## config.mk

```make
export PLATFORM = sky130hd
export DESIGN_NAME = bch_job_arbiter
export DESIGN_NICKNAME = d
export VERILOG_FILES = /design/src/rtl/bch_job_arbiter.sv
export SDC_FILE = /design/constraint.sdc
export NUM_CORES = 1
export LEC_CHECK = 0
export BUFFER_PORTS_ARGS = -buffer_cell sky130_fd_sc_hd__buf_2
export CAP_MARGIN = 20
export CELL_PAD_IN_SITES_DETAIL_PLACEMENT = 1
export CELL_PAD_IN_SITES_GLOBAL_PLACEMENT = 2
export CORE_ASPECT_RATIO = 0.9
export CORE_UTILIZATION = 32
export DETAILED_ROUTE_END_ITERATION = 10
export GPL_TIMING_DRIVEN = 0
export HOLD_SLACK_MARGIN = 0.02
export MAX_ROUTING_LAYER = met4
export PLACE_DENSITY = 0.89
export SETUP_SLACK_MARGIN = 0.1
export SYNTH_ARGS = -nofsm -noshare
export SYNTH_HDL_FRONTEND = slang
export SYNTH_SLANG_ARGS = --single-unit
export TNS_END_PERCENT = 20
```

## constraint.sdc

```tcl
create_clock -name clk -period 4 [get_ports clk]
set_clock_uncertainty 0.2 [all_clocks]
set_input_delay 0.4 -clock clk [delete_from_list [all_inputs] [get_ports clk]]
set_output_delay 0.4 -clock clk [all_outputs]
set_load 0.05 [all_outputs]
```

## src/rtl/bch_job_arbiter.sv

```systemverilog
// bch_job_arbiter
// Shares one bch decoder core between NREQ requesters. A round-robin pick
// grants one requester per job; the job's code/mode are latched and pulsed
// into the core with core_set, the requester's 64-bit beats are streamed while
// core_ready is high, and the core's output words (core_finish window) are
// queued in a result FIFO tagged {id, err, last, odata}.
//
// Ports
//   clk, rstn                 clock, asynchronous active-low reset
//   req_valid/code/mode/data  per-requester job interface (data: 64 bits each)
//   req_grant                 one-hot grant, held from accept until job done
//   req_pop                   beat of the granted requester consumed this cycle
//   core_set/mode/code/idata  job start pulse, latched job fields, beat data
//   core_ready/finish/odata   core handshake and output word
//   res_valid/ready/data      result FIFO head, popped on valid & ready
//   busy                      FSM not idle
//   err_len/underflow/ovf     sticky error flags, cleared only by reset
//
// Optional build macro: BCH_ARB_TIMEOUT_EN adds a WAIT_FIN watchdog of
// TIMEOUT_CYC cycles that closes the job with an error result word.
module bch_job_arbiter #(
    parameter int NREQ        = 2,
    parameter int ID_W        = 1,
    parameter int RES_DEPTH   = 8,
    parameter int TIMEOUT_CYC = 4096
) (
    input  logic               clk,
    input  logic               rstn,
    input  logic [NREQ-1:0]    req_valid,
    input  logic [2*NREQ-1:0]  req_code,
    input  logic [NREQ-1:0]    req_mode,
    input  logic [64*NREQ-1:0] req_data,
    output logic [NREQ-1:0]    req_grant,
    output logic [NREQ-1:0]    req_pop,
    output logic               core_set,
    output logic               core_mode,
    output logic [1:0]         core_code,
    output logic [63:0]        core_idata,
    input  logic               core_ready,
    input  logic               core_finish,
    input  logic [9:0]         core_odata,
    output logic               res_valid,
    input  logic               res_ready,
    output logic [ID_W+11:0]   res_data,
    output logic               busy,
    output logic               err_len,
    output logic               err_underflow,
    output logic               err_ovf
);

    localparam int RW = ID_W + 12;
    localparam int AW = $clog2(RES_DEPTH);

    typedef enum logic [2:0] {
        S_IDLE,
        S_SET,
        S_LOAD,
        S_WAIT_FIN,
        S_DRAIN,
        S_DONE
    } state_t;

    state_t state, state_nx;

    logic [ID_W-1:0] id_q;
    logic [ID_W-1:0] rr_q;
    logic [ID_W-1:0] pick_id;
    logic            pick_vld;
    logic [1:0]      code_q;
    logic            mode_q;
    logic [7:0]      beat_cnt;
    logic [7:0]      beat_exp;
    logic [9:0]      skid_q;
    logic            granted;
    logic            pop_beat;
    logic            len_err;
    logic            push;
    logic [RW-1:0]   push_word;

    logic [RW-1:0]   fifo_mem [RES_DEPTH];
    logic [AW:0]     wr_ptr, rd_ptr;
    logic            fifo_full, fifo_empty, fifo_pop, fifo_wr;

`ifdef BCH_ARB_TIMEOUT_EN
    localparam int TW = $clog2(TIMEOUT_CYC + 1);
    logic [TW-1:0]   tmo_cnt;
`endif

    // Round-robin pick: first requester with req_valid at or after rr_q.
    always_comb begin
        int unsigned j;
        j        = 0;
        pick_vld = 1'b0;
        pick_id  = '0;
        for (int unsigned k = 0; k < NREQ; k++) begin
            j = 32'(rr_q) + k;
            if (j >= NREQ) j = j - NREQ;
            if (!pick_vld && req_valid[j]) begin
                pick_vld = 1'b1;
                pick_id  = ID_W'(j);
            end
        end
    end

    // Code 0 selects the core's default length, same as code 3.
    always_comb begin
        case (code_q)
            2'd1:    beat_exp = 8'd8;
            2'd2:    beat_exp = 8'd32;
            default: beat_exp = 8'd128;
        endcase
    end

    always_ff @(posedge clk or negedge rstn) begin
        if (!rstn) state <= S_IDLE;
        else       state <= state_nx;
    end

    always_comb begin
        state_nx  = state;
        core_set  = 1'b0;
        req_pop   = '0;
        pop_beat  = 1'b0;
        len_err   = 1'b0;
        push      = 1'b0;
        push_word = '0;
        granted   = 1'b0;
        case (state)
            S_IDLE: begin
                if (pick_vld) state_nx = S_SET;
            end
            S_SET: begin
                granted  = 1'b1;
                core_set = 1'b1;
                state_nx = S_LOAD;
            end
            S_LOAD: begin
                granted = 1'b1;
                if (core_ready) begin
                    // Beats stop at the expected count; extra demand is a length error.
                    if (beat_cnt < beat_exp) begin
                        pop_beat      = 1'b1;
                        req_pop[id_q] = 1'b1;
                    end else begin
                        len_err = 1'b1;
                    end
                end else if (beat_cnt != '0) begin
                    len_err  = (beat_cnt != beat_exp);
                    state_nx = S_WAIT_FIN;
                end
            end
            S_WAIT_FIN: begin
                granted = 1'b1;
                if (core_finish) begin
                    state_nx = S_DRAIN;
                end
`ifdef BCH_ARB_TIMEOUT_EN
                else if (tmo_cnt == TW'(TIMEOUT_CYC - 1)) begin
                    push      = 1'b1;
                    push_word = {id_q, 1'b1, 1'b1, 10'd0};
                    state_nx  = S_DONE;
                end
`endif
            end
            S_DRAIN: begin
                // The skid register delays each word by one cycle so the final
                // word can be tagged last when the finish window closes.
                granted   = 1'b1;
                push      = 1'b1;
                push_word = {id_q, 1'b0, ~core_finish, skid_q};
                if (!core_finish) state_nx = S_DONE;
            end
            S_DONE: begin
                state_nx = S_IDLE;
            end
            default: begin
                state_nx = S_IDLE;
            end
        endcase
    end

    assign req_grant  = granted ? (NREQ'(1) << id_q) : '0;
    assign core_idata = granted ? req_data[64*int'(id_q) +: 64] : '0;
    assign core_code  = code_q;
    assign core_mode  = mode_q;
    assign busy       = (state != S_IDLE);

    always_ff @(posedge clk or negedge rstn) begin
        if (!rstn) begin
            id_q          <= '0;
            rr_q          <= '0;
            code_q        <= '0;
            mode_q        <= 1'b0;
            beat_cnt      <= '0;
            skid_q        <= '0;
            err_len       <= 1'b0;
            err_underflow <= 1'b0;
            err_ovf       <= 1'b0;
        end else begin
            if (state == S_IDLE && pick_vld) begin
                id_q     <= pick_id;
                code_q   <= req_code[2*int'(pick_id) +: 2];
                mode_q   <= req_mode[pick_id];
                beat_cnt <= '0;
            end
            if (pop_beat) begin
                beat_cnt <= beat_cnt + 8'd1;
                if (!req_valid[id_q]) err_underflow <= 1'b1;
            end
            if (len_err) err_len <= 1'b1;
            if (core_finish && (state == S_WAIT_FIN || state == S_DRAIN)) begin
                skid_q <= core_odata;
            end
            if (state == S_DONE) begin
                if (int'(id_q) == NREQ - 1) rr_q <= '0;
                else                        rr_q <= id_q + 1'b1;
            end
            if (push && fifo_full && !fifo_pop) err_ovf <= 1'b1;
        end
    end

`ifdef BCH_ARB_TIMEOUT_EN
    always_ff @(posedge clk or negedge rstn) begin
        if (!rstn)                   tmo_cnt <= '0;
        else if (state == S_WAIT_FIN) tmo_cnt <= tmo_cnt + 1'b1;
        else                         tmo_cnt <= '0;
    end
`endif

    // Result FIFO; a push into a full FIFO is accepted when a pop frees a slot
    // in the same cycle.
    assign fifo_empty = (wr_ptr == rd_ptr);
    assign fifo_full  = (wr_ptr[AW] != rd_ptr[AW]) && (wr_ptr[AW-1:0] == rd_ptr[AW-1:0]);
    assign fifo_pop   = res_ready && !fifo_empty;
    assign fifo_wr    = push && (!fifo_full || fifo_pop);
    assign res_valid  = !fifo_empty;
    assign res_data   = fifo_empty ? '0 : fifo_mem[rd_ptr[AW-1:0]];

    always_ff @(posedge clk) begin
        if (fifo_wr) fifo_mem[wr_ptr[AW-1:0]] <= push_word;
    end

    always_ff @(posedge clk or negedge rstn) begin
        if (!rstn) begin
            wr_ptr <= '0;
            rd_ptr <= '0;
        end else begin
            if (fifo_wr)  wr_ptr <= wr_ptr + 1'b1;
            if (fifo_pop) rd_ptr <= rd_ptr + 1'b1;
        end
    end

endmodule
```

==> run_results.csv <==
group,metric,value,unit
placed_design,place_congestion,1.03,
routing,drt-initial-drc-count,163,
critical_path,timing.critical_path.arrival,2.90,ns
critical_path,critical-path-top-delay-family,"buffers and inverters",
timing,hold_viol,0,
grt,antenna_found_initial,1,
layout,fillerInstances,2105,
routing,wl_per_cell,23.7,um
timing,setup_violations,0,
timing,whs,0.0327,ns
pwr,finalPower,8.22,mW
timing,finalCriticalPeriod,3.50,ns
pwr,ir_worst_vdd,0.573,mV
layout,drive_gt1_frac,0.466,
pwr,power-per-cell-area,951,nW/um2
synthesis,synthTopCellsByArea,"edfxtp_1 45%, dfrtp_1 15%, a22o_1 8.8%, mux4_2 8.5%, mux2i_1 2.8%",
cts,htreeDepth,4,
synthesis,avgSynthCellArea,14.4,um2
die,die_h,136,um
die,die_x,150,um
routing,antenna_left,0,
cts,cts_sinks,133,
run,cap_violations,0,
die,initial_core_util,0.329,
critical_path,cp_slowest_cell,"clkbuf_1",
critical_path,cp_cell_sequence,"clkbuf_1 > clkbuf_1 > mux4_2 > mux2i_1 > nor2_1 > buf_2",
layout,seqCellArea,3810,um2
cts,clk_latency,0.43,ns
timing,max_freq,286,MHz
grt,track_usage,0.243,
synthesis,yosysWarnings,0,
critical_path,max_stage_delay,0.63,ns
critical_path,crit_required,3.40,ns
pwr,p_leak,3.69,nW
timing,worstMarginPinSlew,0.918,ns
cts,cts_tree,"yes",
placed_design,numPortBuffers,239,
critical_path,path_buf_inv,3,
layout,area_growth,36.2,%
die,ioPinCount,241,
synthesis,synth_ff_type,"edfxtp_1",
synthesis,netlist_area,6350,um2
synthesis,synth_cell_type_count,54,
layout,fin_util,0.449,
layout,instances_no_fill,979,
critical_path,critPathKind,"flop to output port",
routing,wirelength,23200,um
grt,grt_max_degree,38,
cts,cts_buffer_depth,2,
placed_design,dp_cells,938,
routing,via_per_inst,5.11,
die,fp-row-count,48,
synthesis,synth_edf_count,96,
critical_path,crit_top_cell,"clkbuf_1",
timing,setup_tns,0,ns
timing,timing.final.crit_share,0.875,
grt,first_global_vias,5539,
timing,slew_viol_final,0,
placed_design,dp_hpwl,18100,um
synthesis,synth_fp_nets,602,
routing,vias,5003,
critical_path,cp-end-kind,"output port",
grt,grt-ovfl-total,0,
worst_hold_path,hold_class,"input port to flop",
synthesis,postSynth.asyncResetShare,0.278,
layout,multi_input_area,2380,um2
outcome,outcome,"completed",
grt,grt_pass1_wl,33700,um
timing,rsz0062_at_grt,"no",
routing,firstDrtPassIters,6,
cts,cts-buffers-inserted,17,
routing,route.detailed.drc,0,
cts,clk_pin_slew,0.06,ns
critical_path,regToRegSetupSlack,0.69,ns
synthesis,synth_top_area_frac,0.454,
synthesis,syn_inst,442,
critical_path,worst_setup_path_start_kind,"flop",
timing,relSlewSlack,0.388,
synthesis,synth_top_area_cell,"edfxtp_1",
die,die-area,20400,um2
cts,root_buffer,"clkbuf_16",
die,core_area,19300,um2
synthesis,synth-seq-cells,133,
synthesis,seq_area_frac_synth,0.600,
critical_path,cp_max_fo,10,
layout,finalNetCount,876,
## cell families after synthesis
logic type	Yosys count	synth area share
buffers and inverters	44	0.0280
other	1	0.000591
multiplexers	55	0.137
XOR/XNOR	10	0.0138
AND/OR/NAND/NOR	95	0.0780
adder cells (fa/ha/maj)	9	0.0177
AO/OA/AOI/OAI	95	0.126
flip-flops	133	0.600
## final timing paths
path                                            from                   endpoint  depth (start not counted)
min reg2reg                err_underflow$_DFFE_PN0P_  err_underflow$_DFFE_PN0P_                          1
max in group asynchronous                       rstn      skid_q[6]$_DFFE_PN0P_                          2
min in group asynchronous                       rstn      rd_ptr[2]$_DFFE_PN0P_                          2
max                            rd_ptr[1]$_DFFE_PN0P_               res_data[10]                          6
min                                    core_odata[1]      skid_q[1]$_DFFE_PN0P_                          2
max reg2reg                    rd_ptr[1]$_DFFE_PN0P_   fifo_mem[6][7]$_DFFE_PP_                          7
## worst reg2reg max path: stages (launching register included)
cell	delay (ns)
dfrtp_1	0.35
clkbuf_1	0.49
xor2_1	0.29
or3_1	0.15
clkbuf_1	0.28
o21ai_0	0.31
nor2_1	0.69
buf_6	0.24
## Yosys cell counts, types with 2 or more instances
cell / n
mux2i_1: 18
and2_2: 2
nor2_1: 29
buf_2: 4
o21ai_0: 12
nand2_1: 20
a22o_1: 64
mux4_2: 24
o211ai_1: 2
nand3_1: 2
xor2_1: 6
and3_2: 3
dfrtp_1: 37
xnor2_1: 4
inv_1: 13
ha_1: 9
nand2b_1: 4
and3_1: 2
clkbuf_1: 20
nor3b_1: 3
nor2b_1: 2
nor3_1: 4
o311ai_0: 2
buf_4: 2
edfxtp_1: 96
nand4_1: 2
o31ai_1: 2
and2_1: 11
nor4_1: 2
buf_1: 5
mux2_2: 13
## per-layer routing
layer / global-route usage / part of all wire / vias to the layer above
met5: - / 0 / -
met4: 0.0774 / 0.019 / 0
met3: 0.0872 / 0.074 / 25
met2: 0.435 / 0.55 / 173
met1: 0.246 / 0.36 / 2540
li1: - / - / 2265
## stage by stage
step                setup WS [ns]  area, um2
floorplan                   0.945       6350
global placement            0.147       7860
detailed placement          0.696       7950
CTS                         0.250       8640
global route                0.319       8650
finish                      0.502       8650
## what timing repair did
action / 4_1_cts / 5_1_grt
hold endpoints to repair: 45 / 0
buffers inserted: 0 / 0
hold buffers: 9 / 0
setup endpoints to repair: 0 / 10
resized for setup: 0 / 1
## final cells by class
class                           instances  area share
Antenna cell                            1    0.000289
Buffer                                 31      0.0149
Clock buffer                           17      0.0492
Clock inverter                         14      0.0203
Inverter                               13     0.00564
Multi-Input combinational cell        265       0.275
Sequential cell                       133       0.440
Tap cell                              250      0.0362
Timing Repair Buffer                  255       0.158
## state kept, by name (all words and copies together), names as in the netlist, 2 cells and up
register   cells
beat_cnt       8
core_code      2
fifo_mem      96
rd_ptr         4
skid_q        10
state          3
wr_ptr         4
## power by group
| group | internal (mW) | total, mW | switching (mW) | leakage, nW |
|---|---|---|---|---|
| sequential | 1.66 | 1.79 | 0.128 | 1.28 |
| combinational | 1.32 | 4.83 | 3.51 | 2.12 |
| clock | 0.983 | 1.60 | 0.621 | 0.292 |
| total | 3.97 | 8.22 | 4.26 | 3.69 |
## cells in the final DEF, fill, tap and decap left out, types with 6 or more instances in the layout
cell type      count
buf_6              7
xor2_1             6
mux4_2            24
clkbuf_16         17
edfxtp_1          96
nand2_1           20
clkbuf_1          20
o21ai_0           12
dlygate4sd3_1      9
nor2_1            29
dfrtp_1           37
mux2i_1           18
a22o_1            64
buf_2            243
inv_1             13
mux2_2            13
and2_1            11
ha_1               9
Power figures use the tool's default switching activity.
